==> src/rtl/imem_loader_pkg.sv <==
// -----------------------------------------------------------------------------
// imem_loader_pkg
// Shared types and constants for the instruction-memory loader.
//   loader_state_t : loader FSM encoding
//   BYTES_PER_WORD : bytes assembled into one instruction word
//   HDR_BYTES      : bytes in the little-endian word-count header
//   cksum_step     : running XOR used by the optional image checksum
// -----------------------------------------------------------------------------
package imem_loader_pkg;

    typedef enum logic [2:0] {
        IDLE  = 3'd0,
        HDR0  = 3'd1,
        HDR1  = 3'd2,
        DATA  = 3'd3,
        WRITE = 3'd4,
        CKSUM = 3'd5,
        DONE  = 3'd6,
        ERROR = 3'd7
    } loader_state_t;

    localparam int BYTES_PER_WORD = 4;
    localparam int HDR_BYTES      = 2;

    // Fold one payload byte into the running image checksum.
    function automatic logic [7:0] cksum_step(input logic [7:0] acc, input logic [7:0] data_byte);
        return acc ^ data_byte;
    endfunction

endpackage

==> src/rtl/imem_loader_assembler.sv <==
// -----------------------------------------------------------------------------
// word_assembler
// Packs a little-endian byte stream into 32-bit words.
//   clk, reset   : clock, asynchronous active-low reset
//   clr          : synchronous clear of lane counter and shift register
//   byte_en      : a byte is accepted this cycle
//   byte_in      : accepted byte
//   word         : assembled word; complete when word_full is high
//   word_full    : pulse in the cycle the last byte of a word is accepted
// -----------------------------------------------------------------------------
module word_assembler
    import imem_loader_pkg::*;
(
    input  logic        clk,
    input  logic        reset,
    input  logic        clr,
    input  logic        byte_en,
    input  logic [7:0]  byte_in,
    output logic [31:0] word,
    output logic        word_full
);

    localparam int LANE_W = $clog2(BYTES_PER_WORD);
    localparam logic [LANE_W-1:0] LAST_LANE = LANE_W'(BYTES_PER_WORD - 1);

    logic [LANE_W-1:0] lane_r;
    logic [31:0]       shift_r;

    // Lane counter and byte shift register; bytes enter at the top so the first byte ends at [7:0].
    always_ff @(posedge clk or negedge reset) begin
        if (!reset) begin
            lane_r  <= {LANE_W{1'b0}};
            shift_r <= 32'd0;
        end else if (clr) begin
            lane_r  <= {LANE_W{1'b0}};
            shift_r <= 32'd0;
        end else if (byte_en) begin
            lane_r  <= lane_r + LANE_W'(1);
            shift_r <= {byte_in, shift_r[31:8]};
        end
    end

    // The final byte is merged combinationally so the word is usable on the accepting edge.
    assign word      = {byte_in, shift_r[31:8]};
    assign word_full = byte_en && (lane_r == LAST_LANE);

endmodule

==> src/rtl/imem_loader.sv <==
// -----------------------------------------------------------------------------
// imem_loader
// Fills instruction memory from a host byte stream (16-bit LE word count, then
// N little-endian words) and releases the CPU once the image is written.
// Optional feature: define IMEM_LOADER_CHECKSUM_EN to require a trailing byte
// equal to the XOR of all payload bytes before DONE.
//   clk, reset        : clock, asynchronous active-low reset
//   start             : arms a load from IDLE, DONE or ERROR
//   in_valid/in_data  : host byte stream, in_ready back-pressure
//   mem_we/addr/wdata : instruction memory write port (one cycle per word)
//   busy/done/error   : load status; cpu_run mirrors done
//   words_written     : words committed in the current load
// -----------------------------------------------------------------------------
module imem_loader
    import imem_loader_pkg::*;
#(
    parameter int          DEPTH     = 64,
    parameter logic [31:0] BASE_ADDR = 32'h0000_0000
)
(
    input  logic        clk,
    input  logic        reset,
    input  logic        start,
    input  logic        in_valid,
    input  logic [7:0]  in_data,
    output logic        in_ready,
    output logic        mem_we,
    output logic [31:0] mem_addr,
    output logic [31:0] mem_wdata,
    output logic        busy,
    output logic        done,
    output logic        error,
    output logic        cpu_run,
    output logic [15:0] words_written
);

    localparam int          HDR_BITS = HDR_BYTES * 8;
    localparam logic [HDR_BITS-1:0] DEPTH_W = HDR_BITS'(DEPTH);

`ifdef IMEM_LOADER_CHECKSUM_EN
    localparam loader_state_t AFTER_LAST = CKSUM;
`else
    localparam loader_state_t AFTER_LAST = DONE;
`endif

    loader_state_t       state_r;
    loader_state_t       state_s;
    logic [7:0]          n_lo_r;
    logic [HDR_BITS-1:0] n_r;
    logic [HDR_BITS-1:0] n_s;
    logic [15:0]         words_r;
    logic [31:0]         mem_addr_r;
    logic [31:0]         mem_wdata_r;
    logic                byte_take_s;
    logic                arm_s;
    logic                last_word_s;
    logic                asm_en_s;
    logic [31:0]         word_s;
    logic                word_full_s;
`ifdef IMEM_LOADER_CHECKSUM_EN
    logic [7:0]          cksum_r;
`endif

    assign byte_take_s = in_valid && in_ready;
    // start only arms from a resting state; while busy it is ignored.
    assign arm_s       = start && ((state_r == IDLE) || (state_r == DONE) || (state_r == ERROR));
    assign n_s         = {in_data, n_lo_r};
    assign last_word_s = ((words_r + 16'd1) == n_r);
    assign asm_en_s    = byte_take_s && (state_r == DATA);

    word_assembler u_asm (
        .clk       (clk),
        .reset     (reset),
        .clr       (arm_s),
        .byte_en   (asm_en_s),
        .byte_in   (in_data),
        .word      (word_s),
        .word_full (word_full_s)
    );

    // State register.
    always_ff @(posedge clk or negedge reset) begin
        if (!reset) begin
            state_r <= IDLE;
        end else begin
            state_r <= state_s;
        end
    end

    // Next-state logic.
    always_comb begin
        state_s = state_r;
        case (state_r)
            IDLE: begin
                if (start) state_s = HDR0;
                else       state_s = IDLE;
            end
            HDR0: begin
                if (byte_take_s) state_s = HDR1;
                else             state_s = HDR0;
            end
            HDR1: begin
                if (byte_take_s) begin
                    if (n_s == 16'd0)        state_s = AFTER_LAST;
                    else if (n_s > DEPTH_W)  state_s = ERROR;
                    else                     state_s = DATA;
                end else begin
                    state_s = HDR1;
                end
            end
            DATA: begin
                if (word_full_s) state_s = WRITE;
                else             state_s = DATA;
            end
            WRITE: begin
                if (last_word_s) state_s = AFTER_LAST;
                else             state_s = DATA;
            end
`ifdef IMEM_LOADER_CHECKSUM_EN
            CKSUM: begin
                if (byte_take_s) begin
                    if (in_data == cksum_r) state_s = DONE;
                    else                    state_s = ERROR;
                end else begin
                    state_s = CKSUM;
                end
            end
`endif
            DONE, ERROR: begin
                if (start) state_s = HDR0;
                else       state_s = state_r;
            end
            default: state_s = IDLE;
        endcase
    end

    // Output decode from the state register.
    always_comb begin
        in_ready = 1'b0;
        mem_we   = 1'b0;
        busy     = 1'b0;
        done     = 1'b0;
        error    = 1'b0;
        cpu_run  = 1'b0;
        case (state_r)
            HDR0, HDR1, DATA: begin
                in_ready = 1'b1;
                busy     = 1'b1;
            end
            WRITE: begin
                mem_we = 1'b1;
                busy   = 1'b1;
            end
            CKSUM: begin
                in_ready = 1'b1;
                busy     = 1'b1;
            end
            DONE: begin
                done    = 1'b1;
                cpu_run = 1'b1;
            end
            ERROR: begin
                error = 1'b1;
            end
            default: begin
                in_ready = 1'b0;
            end
        endcase
    end

    // Header latch, word counter, checksum and write-port registers.
    always_ff @(posedge clk or negedge reset) begin
        if (!reset) begin
            n_lo_r      <= 8'd0;
            n_r         <= 16'd0;
            words_r     <= 16'd0;
            mem_addr_r  <= 32'd0;
            mem_wdata_r <= 32'd0;
`ifdef IMEM_LOADER_CHECKSUM_EN
            cksum_r     <= 8'd0;
`endif
        end else if (arm_s) begin
            n_lo_r  <= 8'd0;
            n_r     <= 16'd0;
            words_r <= 16'd0;
`ifdef IMEM_LOADER_CHECKSUM_EN
            cksum_r <= 8'd0;
`endif
        end else begin
            if ((state_r == HDR0) && byte_take_s) n_lo_r <= in_data;
            if ((state_r == HDR1) && byte_take_s) n_r    <= n_s;
            // Address/data are captured on entry to WRITE and then held until the next word.
            if (word_full_s) begin
                mem_addr_r  <= BASE_ADDR + {14'd0, words_r, 2'b00};
                mem_wdata_r <= word_s;
            end
            if ((state_r == WRITE) && (words_r != n_r)) words_r <= words_r + 16'd1;
`ifdef IMEM_LOADER_CHECKSUM_EN
            if (asm_en_s) cksum_r <= cksum_step(cksum_r, in_data);
`endif
        end
    end

    assign mem_addr      = mem_addr_r;
    assign mem_wdata     = mem_wdata_r;
    assign words_written = words_r;

endmodule
==> config.mk <==
export PLATFORM = sky130hd
export DESIGN_NAME = imem_loader
export DESIGN_NICKNAME = d
export VERILOG_FILES = /design/src/rtl/imem_loader_pkg.sv /design/src/rtl/imem_loader_assembler.sv /design/src/rtl/imem_loader.sv
export SDC_FILE = /design/constraint.sdc
export NUM_CORES = 1
export LEC_CHECK = 0
export BUFFER_PORTS_ARGS = -buffer_cell sky130_fd_sc_hd__clkbuf_2
export CELL_PAD_IN_SITES_DETAIL_PLACEMENT = 0
export CELL_PAD_IN_SITES_GLOBAL_PLACEMENT = 1
export CORE_ASPECT_RATIO = 1.5
export CORE_MARGIN = 5
export CORE_UTILIZATION = 39
export CTS_CLUSTER_DIAMETER = 80
export DETAILED_ROUTE_END_ITERATION = 8
export PLACE_DENSITY = 0.74
export SYNTH_ARGS = -nofsm -noshare
export SYNTH_HDL_FRONTEND = slang
export SYNTH_SLANG_ARGS = --single-unit
==> constraint.sdc <==
create_clock -name clk -period 1.8 [get_ports clk]
set_input_delay 0.09 -clock clk [delete_from_list [all_inputs] [get_ports clk]]
set_output_delay 0.09 -clock clk [all_outputs]
set_load 0.03 [all_outputs]
# After elaboration in Yosys (flattened, before gate mapping)
# Index checks and enable logic that the tools add are counted.
# classes
n_addsub,2
magnitude_cmp,1
n_eq_ne,11
n_mux,24
bitwise_logic,1
n_reduce_logical,19
# ops
cell,n
two-way mux 16 bit,4
two-way mux 32 bit,2
two-way mux 3 bit,6
one-hot mux 3 bit (6 select lines),1
adder 16 x 1 -> 16 bit (second input constant),1
equality test 16 bit,1
greater-than comparator 16 x 7 -> 1 bit (second input constant),1
zero test 16 bit,1
two-way mux 8 bit,2
!= test 16 bit,1
equality test 3 bit (second input constant),4
nonzero test 2 bit,4
logical AND 1 bit,7
equality test 3 x 2 -> 1 bit (second input constant),2
two-way mux 1 bit,6
two-way mux 2 bit,3
OR reduction 5 bit,1
OR reduction 4 bit,1
equality test 3 x 1 -> 1 bit (second input constant),1
zero test 3 bit,1
adder 2 x 1 -> 2 bit (second input constant),1
equality test 2 bit (second input constant),1
logical OR 1 bit,2
!= test 2 bit (second input constant),1
3 further kinds,3
# word_totals
register_bits,125
output_inout_bits,86
word_cells,66

# Longest topological paths before layout
# logic_depth
ltp_word,8
ltp_mapped,9

# Hierarchy
# From an unflattened synthesis, not the netlist that was laid out.
# hier_totals
cells_unflattened,526
hier_area_um2,5704.2
# modules_own_cells
mod,n_inst,cells_each,area_per_inst_um2
imem_loader,1,432,4549.4
word_assembler,1,94,1154.9

# Worst setup path before layout
# Ideal clock, no wire load.
# synth_path
path_kind,register -> register
from,reg words_r[0] (netlist: words_written[0])
to,reg state_r[0]
arrival_time_ps,2054
required_time_ps,1676
setup_slack_ps,-377
stages_incl_launch_ff,8
path_buffers,0
synth_period_minus_slack_ps,2177
path_cell_list,dfrtp_1 -> ha_1 -> nand3_2 -> nor4_4 -> xnor2_1 -> a211oi_2 -> a41oi_1 -> o31a_1
# synth_between
elab_chain_cells,4
# synth_rtl
item,line_no,source
"start, declared",imem_loader.sv:51,logic [15:0] words_r;
"start signal, assigned",imem_loader.sv:197,if ((state_r == WRITE) && (words_r != n_r)) words_r <= words_r + 16'd1;
adder 16 x 1 -> 16 bit,imem_loader.sv:68,assign last_word_s = ((words_r + 16'd1) == n_r);
equality test 16 bit,imem_loader.sv:68,
two-way mux 3 bit,imem_loader.sv:116,if (last_word_s) state_s = AFTER_LAST;
one-hot mux 3 bit (6 select lines),imem_loader.sv:93,case (state_r)
"end signal, assigned",imem_loader.sv:86,state_r <= state_s;
"end, declared",imem_loader.sv:46,loader_state_t state_r;
# No other way between the ends.
# A chain may end at the register's enable or synchronous reset.

# Worst setup path after layout
# layout_path
from,reg words_r[3] (netlist: words_written[3])
to,reg words_r[2] (netlist: words_written[2])
# layout_between
elab_chain_cells,3
# layout_rtl
item,line_no
!= test 16 bit,imem_loader.sv:197
logical AND 1 bit,imem_loader.sv:197
nonzero test 2 bit (no source line),-
# No other way between the ends.

==> summary.md <==
| Metric | Value |
|---|---|
| Hold WS | `0.0151 ns` |
| Synth Area in Adders | `0.445%` |
| Worst Hold Class | `in2reg` |
| First-pass iteration count of the detailed router | `5` |
| RSZ-0062 raised after global routing | `true` |
| CP Class | `reg2reg` |
| Routed length on met3 | `431 µm` |
| Final hold vios | `0` |
| Root Buffer | `clkbuf_16` |
| Slew Viols, Final | `0` |
| CTS H-Tree Depth | `4` |
| Num CTS Buffers | `17` |
| Peak Freq | `0.495 GHz` |
| Design area | `7870 µm²` |
| Largest net degree at the start of global routing | `55` |
| DP Cell Count | `856` |
| Ant. Diodes | `0` |
| Main synth FF type | `dfrtp_1` |
| Share of cells above drive strength 1 | `43.6%` |
| Wire length on met2 | `7.96 mm` |
| Vias in the first global route | `4719` |
| Post-synth ARST share | `100%` |
| Detailed Route Iter0 Violations | `165` |
| Worst Setup End Kind | `flip-flop` |
| Final HPWL DP | `10.8 mm` |
| Final Non-Filler Cells | `906` |
| Critical path's largest stage delay | `0.46 ns` |
| Clock buffer depth | `2` |
| Area delta synth->final | `39.8%` |
| # setup viols final | `18` |
| Worst-skew pair later-pin latency | `0.41 ns` |
| Reg clk slew, reported paths | `0.06 ns` |
| Cell area power density | `1460 nW/µm²` |
| First-pass GRT wire length | `24.4 mm` |
| Sequential fraction of the synthesis area | `52.0%` |
| Register bit total from synthesis | `117` |
| DP Area | `6800 µm²` |
| Core area | `about 14000 µm²` |
| Worst EP arrival | `between 2 and 2.5 ns` |
| Port Buffer Count | `between 80 and 90` |
| EDFF count, synth | `0` |
| Fill cells | `1252` |
| Final design utilization | `55.7%` |
| I/O pin total | `98` |
| Peak VDD IR | `0.722 mV` |
| Max Cap Viol | `0` |
| Starting Density | `~40%` |
| Vias/cell | `roughly 4.9` |
| Wire per inst | `about 16 µm` |
| Critical Path Start Type | `flip-flop` |
| Fin worst setup slack | `-0.221 ns` |
| Syn. warnings | `0` |
| GPL Wtd Cong | `0.904` |
| Count of cell types in the netlist | `57` |
| Gate count after technology mapping | `around 540` |
| Compound-gate portion of the synthesized area | `10.2%` |
| GR Overflow Total | `0` |
| Final #Nets | `715` |
| Die ar. | `17000 µm²` |
| CP max FO | `6` |
| CTS tree | `yes` |
| Highest Signal Layer | `met4` |
| Mux share of post-synthesis cell area | `about a tenth` |
| Die Y | `roughly 160 µm` |
| Area of the multi-input gates | `around 2700 µm²` |
| # rows | `53` |
| Synth Area per Inst | `just over 10 µm²` |
| # DRC | `0` |
| Failing checks | `negative setup slack` |
| Critical path required time | `around 2.1 ns` |
| Remaining antenna violation count after routing | `0` |
| Routed Wire Length | `~15 mm` |
| Min Tclk post-route | `2.02 ns` |
| Via count | `4484` |
| Simple-gate portion of the synthesized area | `16.7%` |
| Post-route clock period utilization | `112%` |
| Xor and xnor area share after synthesis | `4.18%` |
| CTS sink count | `117` |
| Die Wd | `about 110 µm` |
| Netlist Area Pre-Place | `around 5600 µm²` |
| Main combinational cell family by area after synthesis | `simple AND/OR/NAND/NOR gates` |
| Crit-path slowest cell | `dfrtp_2` |
| Leakage | `around 0.0037 µW` |
| Antenna violations before repair | `0` |
| DRT met1 WL | `5.89 mm` |
| FF+latch area | `2950 µm²` |
| Final Skew | `0.00664 ns` |
| CP cell instances | `xor2_2 -> nor4_4 -> nand4_4 -> o21ai_4 -> buf_6 -> mux2i_1 -> a21o_1` |
| Outcome | `complete, but fails checks` |
| Total track usage | `18.3%` |
==> final timing paths <==
path,from,to,slack (ns),depth (start not counted)
setup / recovery,words_written[3],words_written[2],-0.22,7
hold / removal,in_data[0],n_r[8],0.02,3
setup reg to reg,words_written[3],words_written[2],-0.22,7
hold reg to reg,mem_addr[7],mem_addr[7],0.50,1
max in group asynchronous,reset,mem_wdata[19],0.94,4
min in group asynchronous,reset,mem_addr[16],0.09,2
==> Yosys cell counts, types with 2 or more instances <==
cell type | instances | area [µm²]
dfrtp_1 | 117 | 2930
nand2_1 | 115 | 432
a21oi_1 | 57 | 285
mux2_2 | 48 | 541
buf_4 | 19 | 143
buf_2 | 18 | 90.1
nor2_1 | 15 | 56.3
xor2_1 | 14 | 123
o21ai_0 | 13 | 65.1
xnor2_1 | 11 | 96.3
clkbuf_1 | 9 | 33.8
nor3_1 | 8 | 40.0
nand4_1 | 6 | 37.5
nor2b_1 | 6 | 37.5
o211ai_1 | 6 | 45.0
or3_1 | 6 | 37.5
mux2i_1 | 5 | 50.1
nand3_1 | 5 | 25.0
and2_1 | 4 | 25.0
buf_6 | 4 | 45.0
nand2b_1 | 4 | 25.0
inv_1 | 3 | 11.3
nand3b_1 | 3 | 22.5
nor3b_1 | 3 | 22.5
nor4_1 | 3 | 18.8
o311ai_0 | 3 | 26.3
o41ai_1 | 3 | 26.3
ha_1 | 2 | 25.0
nand3_2 | 2 | 20.0
nor3b_2 | 2 | 25.0
o31ai_1 | 2 | 15.0
or4_1 | 2 | 15.0
==> flip-flops by register name, indices dropped and copies added, names as in the netlist <==
name and cells:
mem_addr 16, mem_wdata 32, u_asm.shift_r 24, u_asm.lane_r 2, n_lo_r 8, state_r 3, words_written 16, n_r 16
==> report_power, final <==
| part | switching, µW | total (µW) | internal, µW |
|---|---|---|---|
| Combinational | 2220 | 3920 | 1700 |
| Clock | 1260 | 3910 | 2650 |
| Sequential | 471 | 3660 | 3180 |
==> logic make-up (layout without fill, tap and decap cells) <==
kind of cell | Yosys count | count (layout)
simple gates | 193 | 193
flops | 117 | 117
compound gates | 96 | 96
buf+inv | 55 | 211
mux | 53 | 53
xor+xnor | 26 | 26
fa+ha+maj | 2 | 2
other cells | 1 | 16
==> through the flow <==
| step | total power [µW] | setup slack (ns) | setup TNS [ns] |
|---|---|---|---|
| 2_1_floorplan | 5890 | -0.208 | -1.63 |
| 3_3_place_gp | 7110 | -0.287 | -3.52 |
| 3_5_place_dp | 7180 | -0.305 | -3.56 |
| 4_1_cts | 11500 | -0.217 | -2.49 |
| 5_1_grt | 12100 | -0.318 | -4.06 |
| 6_report | 11500 | -0.221 | -2.49 |
==> layout by cell type, fill, tap and decap left out, types with 6 or more instances in the layout <==
master         instances
nand2_1              114
dfrtp_1              102
clkbuf_2              79
buf_4                 73
a21oi_1               57
mux2_2                48
clkbuf_16             17
conb_1                16
dfrtp_2               15
xnor2_1               11
nor2_1                10
o21ai_0                9
xor2_1                 8
buf_12                 8
buf_6                  8
xor2_2                 6
nand4_1                6
o211ai_1               6
bufinv_16              6
dlygate4sd3_1          6
==> timing repair <==
item / CTS / global route
setup endpoints to repair: 19 / 28
setup buffers: 10 / 2
hold buffers: 6 / 0
cloned: 0 / 0
gates resized for setup: 40 / 8
pin swaps: 19 / 6
endpoints found under the hold margin: 101 / 0
==> critical path: cells and delay by family (launching register included) <==
family / cells / cell delay [ns]
DFF: 1 / 0.46
xor gates and xnor gates: 1 / 0.23
AOI/OAI and AO/OA: 2 / 0.41
and+or+nand+nor: 2 / 0.52
muxes: 1 / 0.18
buffers and inverters: 1 / 0.16
==> layout make-up <==
class	instances	area share, %
inverters	4	0.207
clock inverters	14	3.15
repair buffers	175	16.1
well taps	192	3.05
clock buffers	18	5.58
multi-input cells	386	34.5
flip-flops and latches	117	37.4
==> metal layers <==
metal	global-route usage, %	vias to the layer above
met4	7.88	0
met2	33.4	92
met1	20.9	2208
li1	-	2161
met5	0	-
met3	3.28	23
Power figures use the tool's default switching activity.
